===== src/rtl/tmds_pll_supervisor.sv =====
// -----------------------------------------------------------------------------
// tmds_pll_supervisor
// Lock supervisor and reset sequencer for NUM_PLL TMDS PLLs, clocked by the
// 27 MHz board clock. Pulses PLL reset, qualifies the synchronised LOCK as
// stable, then releases the derived-domain resets in ascending order. Retries
// on lock timeout, recovers from lock loss and applies divider-mode requests.
//
// Ports
//   clkin       in   1        reference clock, sole clock
//   reset       in   1        synchronous, active-high
//   lock        in   NUM_PLL  PLL LOCK outputs, asynchronous to clkin
//   pll_reset   out  NUM_PLL  PLL RESET, all bits identical
//   domain_rst  out  NUM_PLL  active-high reset per derived clock domain
//   mode_valid  in   1        mode change request
//   mode_sel    in   MODE_W   requested divider mode
//   mode_ready  out  1        combinational from state: high in RUN and FAIL
//   cur_mode    out  MODE_W   applied divider mode
//   mode_err    out  1        one-cycle pulse on an accepted out-of-range mode
//   all_locked  out  1        high only in RUN
//   fail        out  1        high only in FAIL
//   retry_cnt   out  4        failed attempts since last success/mode change
// -----------------------------------------------------------------------------
module tmds_pll_supervisor #(
    parameter int unsigned NUM_PLL      = 2,
    parameter int unsigned NUM_MODES    = 4,
    parameter int unsigned DEFAULT_MODE = 0,
    parameter int unsigned RST_PULSE    = 16,
    parameter int unsigned LOCK_STABLE  = 1024,
    parameter int unsigned LOCK_TIMEOUT = 65536,
    parameter int unsigned STAGGER      = 8,
    parameter int unsigned MAX_RETRY    = 7,
    localparam int unsigned MODE_W      = (NUM_MODES > 1) ? $clog2(NUM_MODES) : 1
) (
    input  logic                clkin,
    input  logic                reset,
    input  logic [NUM_PLL-1:0]  lock,
    output logic [NUM_PLL-1:0]  pll_reset,
    output logic [NUM_PLL-1:0]  domain_rst,
    input  logic                mode_valid,
    input  logic [MODE_W-1:0]   mode_sel,
    output logic                mode_ready,
    output logic [MODE_W-1:0]   cur_mode,
    output logic                mode_err,
    output logic                all_locked,
    output logic                fail,
    output logic [3:0]          retry_cnt
);

    // Cycles from RELEASE entry until the last domain reset drops.
    localparam int unsigned REL_SPAN = STAGGER * (NUM_PLL - 1);
    localparam int unsigned MAX_A    = (RST_PULSE > LOCK_TIMEOUT) ? RST_PULSE : LOCK_TIMEOUT;
    localparam int unsigned MAX_B    = (REL_SPAN > LOCK_STABLE) ? REL_SPAN : LOCK_STABLE;
    localparam int unsigned CNT_MAX  = (MAX_A > MAX_B) ? MAX_A : MAX_B;
    localparam int unsigned CNT_W    = $clog2(CNT_MAX) + 1;

    typedef enum logic [2:0] {
        ST_PLL_RST   = 3'd0,
        ST_WAIT_LOCK = 3'd1,
        ST_RELEASE   = 3'd2,
        ST_RUN       = 3'd3,
        ST_FAIL      = 3'd4
    } state_t;

    state_t               state_q, state_d;
    logic [NUM_PLL-1:0]   sync1_q, sync2_q;
    logic [CNT_W-1:0]     cnt_q, cnt_d;
    logic [CNT_W-1:0]     stab_q, stab_d;
    logic [3:0]           retry_q, retry_d;
    logic [MODE_W-1:0]    mode_q, mode_d;
    logic                 mode_err_q, mode_err_d;
    logic [NUM_PLL-1:0]   pll_reset_q, pll_reset_d;
    logic [NUM_PLL-1:0]   domain_rst_q, domain_rst_d;
    logic                 all_locked_q, all_locked_d;
    logic                 fail_q, fail_d;

    logic                 all_lk_c;
    logic                 accept_c;
    logic                 mode_ok_c;
    logic                 retry_left_c;
    logic [3:0]           retry_inc_c;

    assign all_lk_c     = &sync2_q;
    assign mode_ready   = (state_q == ST_RUN) || (state_q == ST_FAIL);
    assign accept_c     = mode_ready && mode_valid;
    assign retry_inc_c  = (retry_q == 4'd15) ? 4'd15 : retry_q + 4'd1;
    assign retry_left_c = (32'(retry_q) + 32'd1) < MAX_RETRY;

    // When MODE_W bits cannot encode an out-of-range value every code is valid.
    if (NUM_MODES >= (2 ** MODE_W)) begin : g_mode_full
        assign mode_ok_c = 1'b1;
    end else begin : g_mode_part
        assign mode_ok_c = (mode_sel < MODE_W'(NUM_MODES));
    end

    // Next-state, counters and registered-output decode.
    always_comb begin
        state_d      = state_q;
        cnt_d        = cnt_q;
        stab_d       = stab_q;
        retry_d      = retry_q;
        mode_d       = mode_q;
        mode_err_d   = 1'b0;
        pll_reset_d  = '1;
        domain_rst_d = '1;
        all_locked_d = 1'b0;
        fail_d       = 1'b0;

        case (state_q)
            ST_PLL_RST: begin
                if (cnt_q == CNT_W'(RST_PULSE - 1)) begin
                    state_d = ST_WAIT_LOCK;
                    cnt_d   = '0;
                    stab_d  = '0;
                end else begin
                    cnt_d = cnt_q + CNT_W'(1);
                end
            end

            ST_WAIT_LOCK: begin
                // Both counters include the current cycle; stable wins a tie.
                stab_d = all_lk_c ? stab_q + CNT_W'(1) : '0;
                cnt_d  = cnt_q + CNT_W'(1);
                if (stab_d == CNT_W'(LOCK_STABLE)) begin
                    state_d = ST_RELEASE;
                    cnt_d   = '0;
                    stab_d  = '0;
                end else if (cnt_d == CNT_W'(LOCK_TIMEOUT)) begin
                    retry_d = retry_inc_c;
                    state_d = retry_left_c ? ST_PLL_RST : ST_FAIL;
                    cnt_d   = '0;
                    stab_d  = '0;
                end
            end

            ST_RELEASE: begin
                if (!all_lk_c) begin
                    state_d = ST_PLL_RST;
                    cnt_d   = '0;
                end else if (cnt_q == CNT_W'(REL_SPAN)) begin
                    state_d = ST_RUN;
                    retry_d = 4'd0;
                    cnt_d   = '0;
                end else begin
                    cnt_d = cnt_q + CNT_W'(1);
                end
            end

            ST_RUN, ST_FAIL: begin
                if (state_q == ST_RUN && !all_lk_c) begin
                    state_d = ST_PLL_RST;
                    cnt_d   = '0;
                end
                // An accepted valid request overrides a simultaneous lock loss.
                if (accept_c) begin
                    if (mode_ok_c) begin
                        mode_d  = mode_sel;
                        retry_d = 4'd0;
                        state_d = ST_PLL_RST;
                        cnt_d   = '0;
                    end else begin
                        mode_err_d = 1'b1;
                    end
                end
            end

            default: begin
                state_d = ST_PLL_RST;
                cnt_d   = '0;
                stab_d  = '0;
            end
        endcase

        // Outputs follow the state being entered so they change with it.
        if (state_d != ST_PLL_RST && state_d != ST_FAIL) begin
            pll_reset_d = '0;
        end
        if (state_d == ST_RUN) begin
            domain_rst_d = '0;
        end else if (state_d == ST_RELEASE) begin
            for (int unsigned i = 0; i < NUM_PLL; i++) begin
                domain_rst_d[i] = (cnt_d < CNT_W'(STAGGER * i));
            end
        end
        all_locked_d = (state_d == ST_RUN);
        fail_d       = (state_d == ST_FAIL);
    end

    // State, synchroniser and output registers.
    always_ff @(posedge clkin) begin
        if (reset) begin
            state_q      <= ST_PLL_RST;
            sync1_q      <= '0;
            sync2_q      <= '0;
            cnt_q        <= '0;
            stab_q       <= '0;
            retry_q      <= 4'd0;
            mode_q       <= MODE_W'(DEFAULT_MODE);
            mode_err_q   <= 1'b0;
            pll_reset_q  <= '1;
            domain_rst_q <= '1;
            all_locked_q <= 1'b0;
            fail_q       <= 1'b0;
        end else begin
            state_q      <= state_d;
            sync1_q      <= lock;
            sync2_q      <= sync1_q;
            cnt_q        <= cnt_d;
            stab_q       <= stab_d;
            retry_q      <= retry_d;
            mode_q       <= mode_d;
            mode_err_q   <= mode_err_d;
            pll_reset_q  <= pll_reset_d;
            domain_rst_q <= domain_rst_d;
            all_locked_q <= all_locked_d;
            fail_q       <= fail_d;
        end
    end

    assign pll_reset  = pll_reset_q;
    assign domain_rst = domain_rst_q;
    assign cur_mode   = mode_q;
    assign mode_err   = mode_err_q;
    assign all_locked = all_locked_q;
    assign fail       = fail_q;
    assign retry_cnt  = retry_q;

endmodule


===== config.mk =====
export PLATFORM = sky130hd
export DESIGN_NAME = tmds_pll_supervisor
export DESIGN_NICKNAME = d
export VERILOG_FILES = /design/src/rtl/tmds_pll_supervisor.sv
export SDC_FILE = /design/constraint.sdc
export NUM_CORES = 1
export LEC_CHECK = 0
export CORE_UTILIZATION = 48
export CTS_CLUSTER_DIAMETER = 100
export CTS_CLUSTER_SIZE = 24
export DETAILED_ROUTE_END_ITERATION = 7
export PLACE_DENSITY = 0.67
export SLEW_MARGIN = 20
export SYNTH_ARGS = -nofsm -noshare
export SYNTH_HDL_FRONTEND = slang
export SYNTH_SLANG_ARGS = --single-unit
export TNS_END_PERCENT = 5

===== constraint.sdc =====
create_clock -name clkin -period 3.6 [get_ports clkin]
set_input_delay 0.36 -clock clkin [delete_from_list [all_inputs] [get_ports clkin]]
set_output_delay 0.36 -clock clkin [all_outputs]
set_load 0.005 [all_outputs]

Yosys cells after proc, flatten, opt, wreduce, memory -nomap -nowiden

Cells that the tools add are included.

Flip-flop bits (word level): 53
Input port bits: 7
Output and inout port bits: 14

Add/sub/neg operators: 4
$lt $le $gt $ge: 3
Equality and inequality tests: 19
Muxes and demuxes: 32
Bitwise operators: 1
Reduce and logical (&&, ||, !) cells: 14

Operators by type and width:

| operator                | number |
|---|---|
| $mux W17                | 11 |
| $pmux W17 S4            | 1 |
| $pmux W17 S3            | 1 |
| $add A17 B1 Y17 const B | 2 |
| $eq A17 B4 Y1 const B   | 2 |
| $mux W3                 | 8 |
| $mux W4                 | 6 |
| $eq A17 B11 Y1 const B  | 1 |
| $eq A17 B17 Y1 const B  | 1 |
| $lt A17 B1 Y1 const B   | 1 |
| $lt A17 B4 Y1 const B   | 1 |
| $eq A3 B2 Y1 const B    | 4 |
| $ne A2 B2 Y1 const B    | 6 |
| $pmux W3 S4             | 1 |
| $pmux W4 S3             | 1 |
| $eq A3 B3 Y1 const B    | 2 |
| $mux W2                 | 3 |
| $reduce_and A2 Y1       | 3 |
| $reduce_and A6 Y1       | 1 |
| $reduce_bool A3 Y1      | 2 |
| $add A4 B1 Y5 const B   | 1 |
| $lt A5 B3 Y1 const B    | 1 |
| $add A4 B1 Y4 const B   | 1 |
| $eq A4 B4 Y1 const B    | 1 |
| other kinds (9)         | 11 |

Longest topological paths before layout

Gate-level depths: netlist of the first run.

Depth in word-level cells: 9
Gate-level depth with buffers: 13
Mapped depth without buffers: 10

Worst setup path before layout of the first run

No wires, ideal clock.

Path type: register to register
Start: register stab_q[0]
End: register domain_rst_q[1] (netlist: domain_rst[1])
Data arrival time: 2907 ps
Required time: 3516 ps
Setup slack: 609 ps
Stages on the path, launching flop included: 12
Path buffers: 1
Period minus slack after synthesis: 2991 ps
Path through: dfxtp_1 ha_1 nand4_2 or4_4 a21oi_2 o2111ai_1 or4_4 a21o_1 buf_6 a31oi_4 nand4_1 o31ai_2

Word-level cells in the longest chain between the ends: 8
Elaborated cells on any way between the ends: 12
Classes of those cells: add/sub (1); order compare (1); eq/ne (3); mux (7)

RTL lines:

| item                                          | line     | source |
|---|---|---|
| start: declaration                            | 67       | `logic [CNT_W-1:0] stab_q, stab_d;` |
| start signal: assignment                      | 208      | `stab_q <= stab_d;` |
| $add A17 B1 Y17 *                             | 121      | `stab_d = all_lk_c ? stab_q + CNT_W'(1) : '0;` |
| $mux W17 *                                    | 121      |  |
| $eq A17 B11 Y1 *                              | 123      | `if (stab_d == CNT_W'(LOCK_STABLE)) begin` |
| $mux W17 or $mux W3 (tied branches)           | 123      |  |
| $pmux W17 S4 or $pmux W3 S4 (tied branches)   | 108      | `case (state_q)` |
| $lt A17 B4 Y1 or $eq A3 B2 Y1 (tied branches) | 181, 179 |  |
| $mux W2                                       | 179      | `end else if (state_d == ST_RELEASE) begin` |
| $mux W2 *                                     | 177      | `if (state_d == ST_RUN) begin` |
| end signal: assignment                        | 213      | `domain_rst_q <= domain_rst_d;` |
| end: declaration                              | 72       | `logic [NUM_PLL-1:0] domain_rst_q, domain_rst_d;` |

Every way passes the cells marked *; elsewhere a longest branch is shown, timed or not.
A chain may end at the register's enable or synchronous reset.

Worst setup path in the final report of the first run

Ends and elaborated chain as after synthesis.

==> impl_metrics.csv, run 1 <==
group,metric,value,unit
placed_design,place_congestion,0.953,
timing,rsz0062_at_grt,"false",
synthesis,seq_area_frac_synth,30.5,%
die,num_rows,30,
synthesis,syn_avg_cell_area,7.75,µm²
critical_path,path_class,"flop to flop",
placed_design,place_area,3640,µm²
synthesis,yosys_warnings,0,
cts,htree_levels,2,
grt,grt_antenna_before_repair,0,
cts,cts_setup_buffers,0,
grt,grt_overflow,0,
cts,clock_sinks,52,
timing,hold_ws,0.457,ns
cts,clk_latency,0.31,ns
flow_run,cap_violations,0,
grt,globalRouteTotalUtil,23.5,%
final_layout,final_cell_area,3770,µm²
route,wl_per_cell,16.0,µm
worst_hold_path,hp-class,"flop to flop",
timing,max_slew_margin,52.5,%
cts,clk_pin_slew_worst_paths,0.09,ns
final_layout,final_layout_size_suffix_gt1_share,11.0,%
synthesis,synthTopCellsByCount,"dfxtp_1, nor2_1, a21oi_1, nand2_1, o21ai_0",
synthesis,yosysTopAreaCell,"dfxtp_1",
power_and_ir_drop,ir_drop,0.151,mV
die,die_w,86.3,µm
timing,drv_slew,0,
route,first_pass_iters,5,
power_and_ir_drop,powerDensity,253,nW/µm²
route,vias_per_cell,6.18,
die,coreArea,6830,µm²
die,design.die.area,7440,µm²
timing,worst_slew_pin_slew,0.695,ns
route,detail-route-antenna-nets,0,
timing,finalHoldViolations,0,
route,wl_met2,4020,µm
timing,finalSetupViolations,0,
synthesis,synth_cell_types,67,
route,top_layer,"met4",
timing,period_needed,3.40,ns
synthesis,netlist_area,3410,µm²
power_and_ir_drop,power.leakage,1.24,nW
grt,grt_pass1_wl,14100,µm
cts,clk_path_buf_depth,2,
final_layout,fillers,657,
placed_design,io_buffers,19,
placed_design,dp_hpwl,6080,µm
synthesis,synth_top_area_share,30.5,%
synthesis,synthCells,440,
die,start_util,49.9,%
final_layout,fin_util,55.2,%
die,ios,21,
route,first_iter_violations,191,
timing,fin_ws,0.195,ns
die,die_h,86.3,µm
synthesis,synth_edf_count,0,
synthesis,async_flop_share,0,%
critical_path,end_kind,"flop",
cts,cts-root-buf,"clkbuf_8",
power_and_ir_drop,power,0.952,mW
timing,fin_crit_sh,94.6,%
run_status,outcome,"completed",
synthesis,ys_seq_elements,52,
grt,grt_pass1_vias,3001,
route,vias,3356,
timing,tns,0,ns
final_layout,seq_area,1040,µm²
placed_design,dp_cells,535,
timing,fmax,0.294,GHz
final_layout,multi_input_area,2180,µm²
synthesis,syn_nets,451,
critical_path,critPathRequiredTime,3.83,ns
route,wl_met1,3920,µm
final_layout,final_nets,457,
critical_path,worstPathArrival,3.63,ns
cts,cts_tree,"done",
critical_path,critPathMaxFanout,21,
route,wl,8670,µm
route,drc,0,
grt,grt_max_degree,33,
final_layout,final_cells,543,
synthesis,yosys-top-cells-area,"dfxtp_1, a21oi_1, o21ai_0, nor2_1, nand2_1",
route,route.met3.wl,602,µm
timing,fin_worst_skew,0.0106,ns
cts,postCtsHoldBufs,0,
final_layout,syn_to_final_growth,10.6,%
synthesis,synth.most_common_cell,"dfxtp_1",
cts,cts_made_buffers,5,
critical_path,critPathLaunchType,"flop",
placed_design,dp_slack,0.0884,ns
final_layout,antennaDiodeCount,0,
synthesis,synth_ff_type,"dfxtp_1",
[final timing paths]
kind                                          startpoint  depth (start not counted)  slack (ns)                        to
worst min-delay path            cur_mode[0]$_SDFFE_PP0P_                          2        0.46  cur_mode[0]$_SDFFE_PP0P_
worst max-delay path              stab_q[0]$_SDFFE_PP0P_                          9        0.20  domain_rst[1]$_SDFF_PP1_
worst min register to register  cur_mode[0]$_SDFFE_PP0P_                          2        0.46  cur_mode[0]$_SDFFE_PP0P_
worst max register to register    stab_q[0]$_SDFFE_PP0P_                          9        0.20  domain_rst[1]$_SDFF_PP1_
[sequential cells by signal, summed over array words and instances (netlist names), 2 cells and up]
register / flops
sync1_q: 2
stab_q: 17
cnt_q: 17
domain_rst: 2
retry_cnt: 4
sync2_q: 2
state_q: 3
cur_mode: 2
[worst max-delay path, stage by stage, from the launching register on]
cell	delay, ns
dfxtp_1	0.45
ha_2	0.30
nand4_2	0.25
or4_4	0.49
a21oi_2	0.17
o2111ai_1	0.18
or4_4	0.53
a21o_4	0.32
a311o_1	0.40
o31ai_2	0.23
[cell type report]
type / count / area share, %
multi-input combinational: 342 / 57.7
sequential: 52 / 27.6
timing repair buffer: 34 / 8.03
tap: 96 / 3.19
clock buffer: 5 / 1.83
inverter: 11 / 1.10
clock inverter: 3 / 0.498
[cell families (layout without fill, tap and decap cells)]
family | Yosys count | count (layout) | share of synthesized area, %
other | 1 | 1 | 0.110
XOR/XNOR | 9 | 9 | 2.31
multiplexers | 5 | 5 | 1.47
AND/OR/NAND/NOR | 191 | 191 | 31.7
AO/OA/AOI/OAI | 132 | 132 | 25.6
flip-flops | 52 | 52 | 30.5
buffers and inverters | 46 | 53 | 6.83
adder cells (fa/ha/maj) | 4 | 4 | 1.47
[power by group]
group	total (mW)	switching, mW	internal, mW	leakage, nW
clock	0.335	0.199	0.136	0.0479
combinational	0.0322	0.0181	0.0141	0.775
sequential	0.585	0.00488	0.580	0.420
total	0.952	0.222	0.730	1.24
[cell usage in the layout (no fill, tap or decap), types with 5 or more instances in the layout]
master / count
clkbuf_8: 5
a21oi_1: 39
nor4_1: 5
or4_1: 5
nand4_1: 17
a22oi_1: 8
dfxtp_1: 52
nand2b_1: 10
clkdlybuf4s50_1: 19
a211oi_1: 5
or3_1: 5
nor3_1: 9
a31oi_1: 6
inv_1: 11
o21ai_0: 31
nand3_1: 17
nor2b_1: 14
mux2i_1: 5
xnor2_1: 6
nand2_1: 31
nor2_1: 41
buf_4: 15
[routing by layer]
metal,up-vias,GRT usage (%)
met2,140,37.2
met3,14,5.05
met4,0,8.79
li1,1646,-
met5,-,0
met1,1556,31.5
[timing repair]
| item | CTS | global route |
|---|---|---|
| setup endpoints to repair | 0 | 11 |
| gates resized for setup | 0 | 8 |
| endpoints found under the hold margin | 0 | 0 |
Note: power is estimated with default switching activity, not from simulation.
==> inputs of run 2 (changes only) <==
--- a/config.mk
+++ b/config.mk
@@ -10,8 +10,9 @@
 export CTS_CLUSTER_SIZE = 24
 export DETAILED_ROUTE_END_ITERATION = 7
 export PLACE_DENSITY = 0.67
+export REMOVE_ABC_BUFFERS = 1
 export SLEW_MARGIN = 20
 export SYNTH_ARGS = -nofsm -noshare
 export SYNTH_HDL_FRONTEND = slang
 export SYNTH_SLANG_ARGS = --single-unit
-export TNS_END_PERCENT = 5
+export TNS_END_PERCENT = 20
==> run 2 against run 1 <==
Effect of this change: routed wire length is 1.1% higher; largest power group unchanged; flip-flop and latch count stayed put; largest cell class unchanged; power grew 1.2%; highest routed layer unchanged; global-route usage grew 0.74 points; non-clock buffer count up 6; critical path type unchanged.
==> impl_metrics.csv, run 2 (synthesis results as in run 1) <==
group,metric,value,unit
route,detail-route-antenna-nets,0,
final_layout,final_nets,463,
cts,clk_pin_slew_worst_paths,0.10,ns
critical_path,worstPathArrival,3.66,ns
die,num_rows,30,
placed_design,place_congestion,0.934,
cts,cts_made_buffers,5,
grt,grt_overflow,0,
final_layout,multi_input_area,2150,µm²
die,coreArea,6830,µm²
route,wl,8770,µm
die,die_w,86.3,µm
die,design.die.area,7440,µm²
timing,max_slew_margin,52.1,%
timing,fin_ws,0.157,ns
route,vias,3352,
final_layout,final_layout_size_suffix_gt1_share,11.7,%
final_layout,syn_to_final_growth,11.2,%
grt,grt_pass1_vias,2948,
final_layout,antennaDiodeCount,0,
grt,grt_pass1_wl,14500,µm
critical_path,critical_path.slowest_cell,"a2111oi_0",
cts,clk_latency,0.31,ns
grt,grt_max_degree,32,
flow_run,cap_violations,0,
power_and_ir_drop,power.switching,0.229,mW
critical_path,crit_chain,"nand3_1, xnor2_1, a2111oi_0, o2111ai_1, or4_4, a21o_1, buf_4, a32oi_1, nand4_1, o31ai_2",
power_and_ir_drop,power_frac_seq,60.8,%
route,wl_per_cell,16.0,µm
power_and_ir_drop,p_int,0.734,mW
final_layout,seq_area,1040,µm²
critical_path,r2r-end,"domain_rst[1]$_SDFF_PP1_",
timing,fin_crit_sh,95.6,%
route,wl_met1,4080,µm
timing,worst_slew_pin_slew,0.701,ns
critical_path,path_class,"flop to flop",
worst_hold_path,hp-class,"flop to flop",
critical_path,end_kind,"flop",
grt,globalRouteTotalUtil,24.3,%
cts,cts_tree,"done",
cts,clk_path_buf_depth,2,
critical_path,critPathLaunchType,"flop",
final_layout,fin_util,55.5,%
die,ios,21,
final_layout,final_cell_mix,"dfxtp_1, nor2_1, a21oi_1, nand2_1, o21ai_0",
final_layout,fillers,665,
power_and_ir_drop,ir_drop,0.193,mV
final_layout,final_common_cell,"dfxtp_1",
power_and_ir_drop,clkPwrFrac,35.8,%
route,top_layer,"met4",
timing,hold_ws,0.447,ns
power_and_ir_drop,powerDensity,254,nW/µm²
grt,grt_antenna_before_repair,0,
cts,cts_setup_buffers,0,
cts,htree_levels,2,
placed_design,io_buffers,19,
power_and_ir_drop,power,0.963,mW
run_status,outcome,"completed",
route,first_pass_iters,5,
critical_path,critPathRequiredTime,3.82,ns
route,vias_per_cell,6.11,
route,wl_met2,4120,µm
critical_path,r2r_cells,10,
worst_hold_path,hold_depth,1,
timing,finalHoldViolations,0,
timing,fin_worst_skew,0.0112,ns
route,drc,0,
route,first_iter_violations,300,
timing,period_needed,3.44,ns
critical_path,slowest_delay,0.69,ns
power_and_ir_drop,switching_share,23.8,%
power_and_ir_drop,p_comb_share,3.5,%
critical_path,r2r_setup_slack,0.16,ns
die,die_h,86.3,µm
timing,finalSetupViolations,0,
worst_hold_path,min_to,"sync2_q[0]$_SDFF_PP0_",
cts,cts-root-buf,"clkbuf_8",
die,start_util,49.9,%
placed_design,dp_hpwl,6260,µm
timing,fmax,0.290,GHz
worst_hold_path,hp-start,"sync1_q[0]$_SDFF_PP0_",
critical_path,r2r_start,"stab_q[2]$_SDFFE_PP0P_",
route,route.met3.wl,514,µm
placed_design,dp_slack,0.253,ns
timing,drv_slew,0,
power_and_ir_drop,power.leakage,1.25,nW
critical_path,critPathMaxFanout,13,
cts,clock_sinks,52,
run 2: worst max-delay path by stage:
stage,startpoint,endpoint,slack [ns]
floorplan,cnt_q[0]$_SDFFE_PP0P_,cnt_q[14]$_SDFF_PP0_,0.33
global placement,stab_q[0]$_SDFFE_PP0P_,domain_rst[1]$_SDFF_PP1_,0.29
detailed placement,stab_q[0]$_SDFFE_PP0P_,domain_rst[1]$_SDFF_PP1_,0.25
CTS,stab_q[0]$_SDFFE_PP0P_,domain_rst[1]$_SDFF_PP1_,0.18
global route,cnt_q[0]$_SDFFE_PP0P_,stab_q[4]$_SDFFE_PP0P_,-0.0007
finish,stab_q[2]$_SDFFE_PP0P_,domain_rst[1]$_SDFF_PP1_,0.16
run 2: power groups by stage:
stage	clock network (mW)	registers [mW]	logic [mW]
after floorplan	0	0.597	0.0136
after global placement	0	0.598	0.0319
after detailed placement	0	0.598	0.0328
after CTS	0.360	0.585	0.0331
after global routing	0.383	0.586	0.0367
final	0.344	0.585	0.0332
run 2: layout make-up:
| type | count | share of cell area (%) |
|---|---|---|
| sequential | 52 | 27.5 |
| clock inverter | 3 | 0.594 |
| inverter | 11 | 1.09 |
| multi-input combinational | 342 | 56.7 |
| timing repair buffer | 40 | 9.17 |
| tap | 96 | 3.17 |
| clock buffer | 5 | 1.82 |
run 2: routing by layer:
metal  track usage (%)  up-vias
met4              5.00        0
met5                 0        -
met2              39.2      109
met3              3.52        7
li1                  -     1655
met1              34.4     1581
run 2: per-stage QoR:
step / cell area [µm²] / setup TNS, ns / cells
finish: 3790 / 0 / 549
global route: 3790 / -0.000724 / 549
floorplan: 3220 / 0 / 405
global placement: 3680 / 0 / 541
CTS: 3780 / 0 / 549
detailed placement: 3680 / 0 / 541
run 2: timing repair:
| action | in CTS | in global routing |
|---|---|---|
| endpoints found under the hold margin | 0 | 0 |
| hold buffers | 0 | 0 |
| setup endpoints to repair | 0 | 2 |
| resized for setup | 0 | 4 |
run 2: worst max-delay path: cells and delay by family, from the launching register on:
family          cells  cell delay [ns]
xor+xnor            1             0.16
simple gates        3             0.81
buf+inv             1             0.19
compound gates      5             1.66
flops               1             0.53
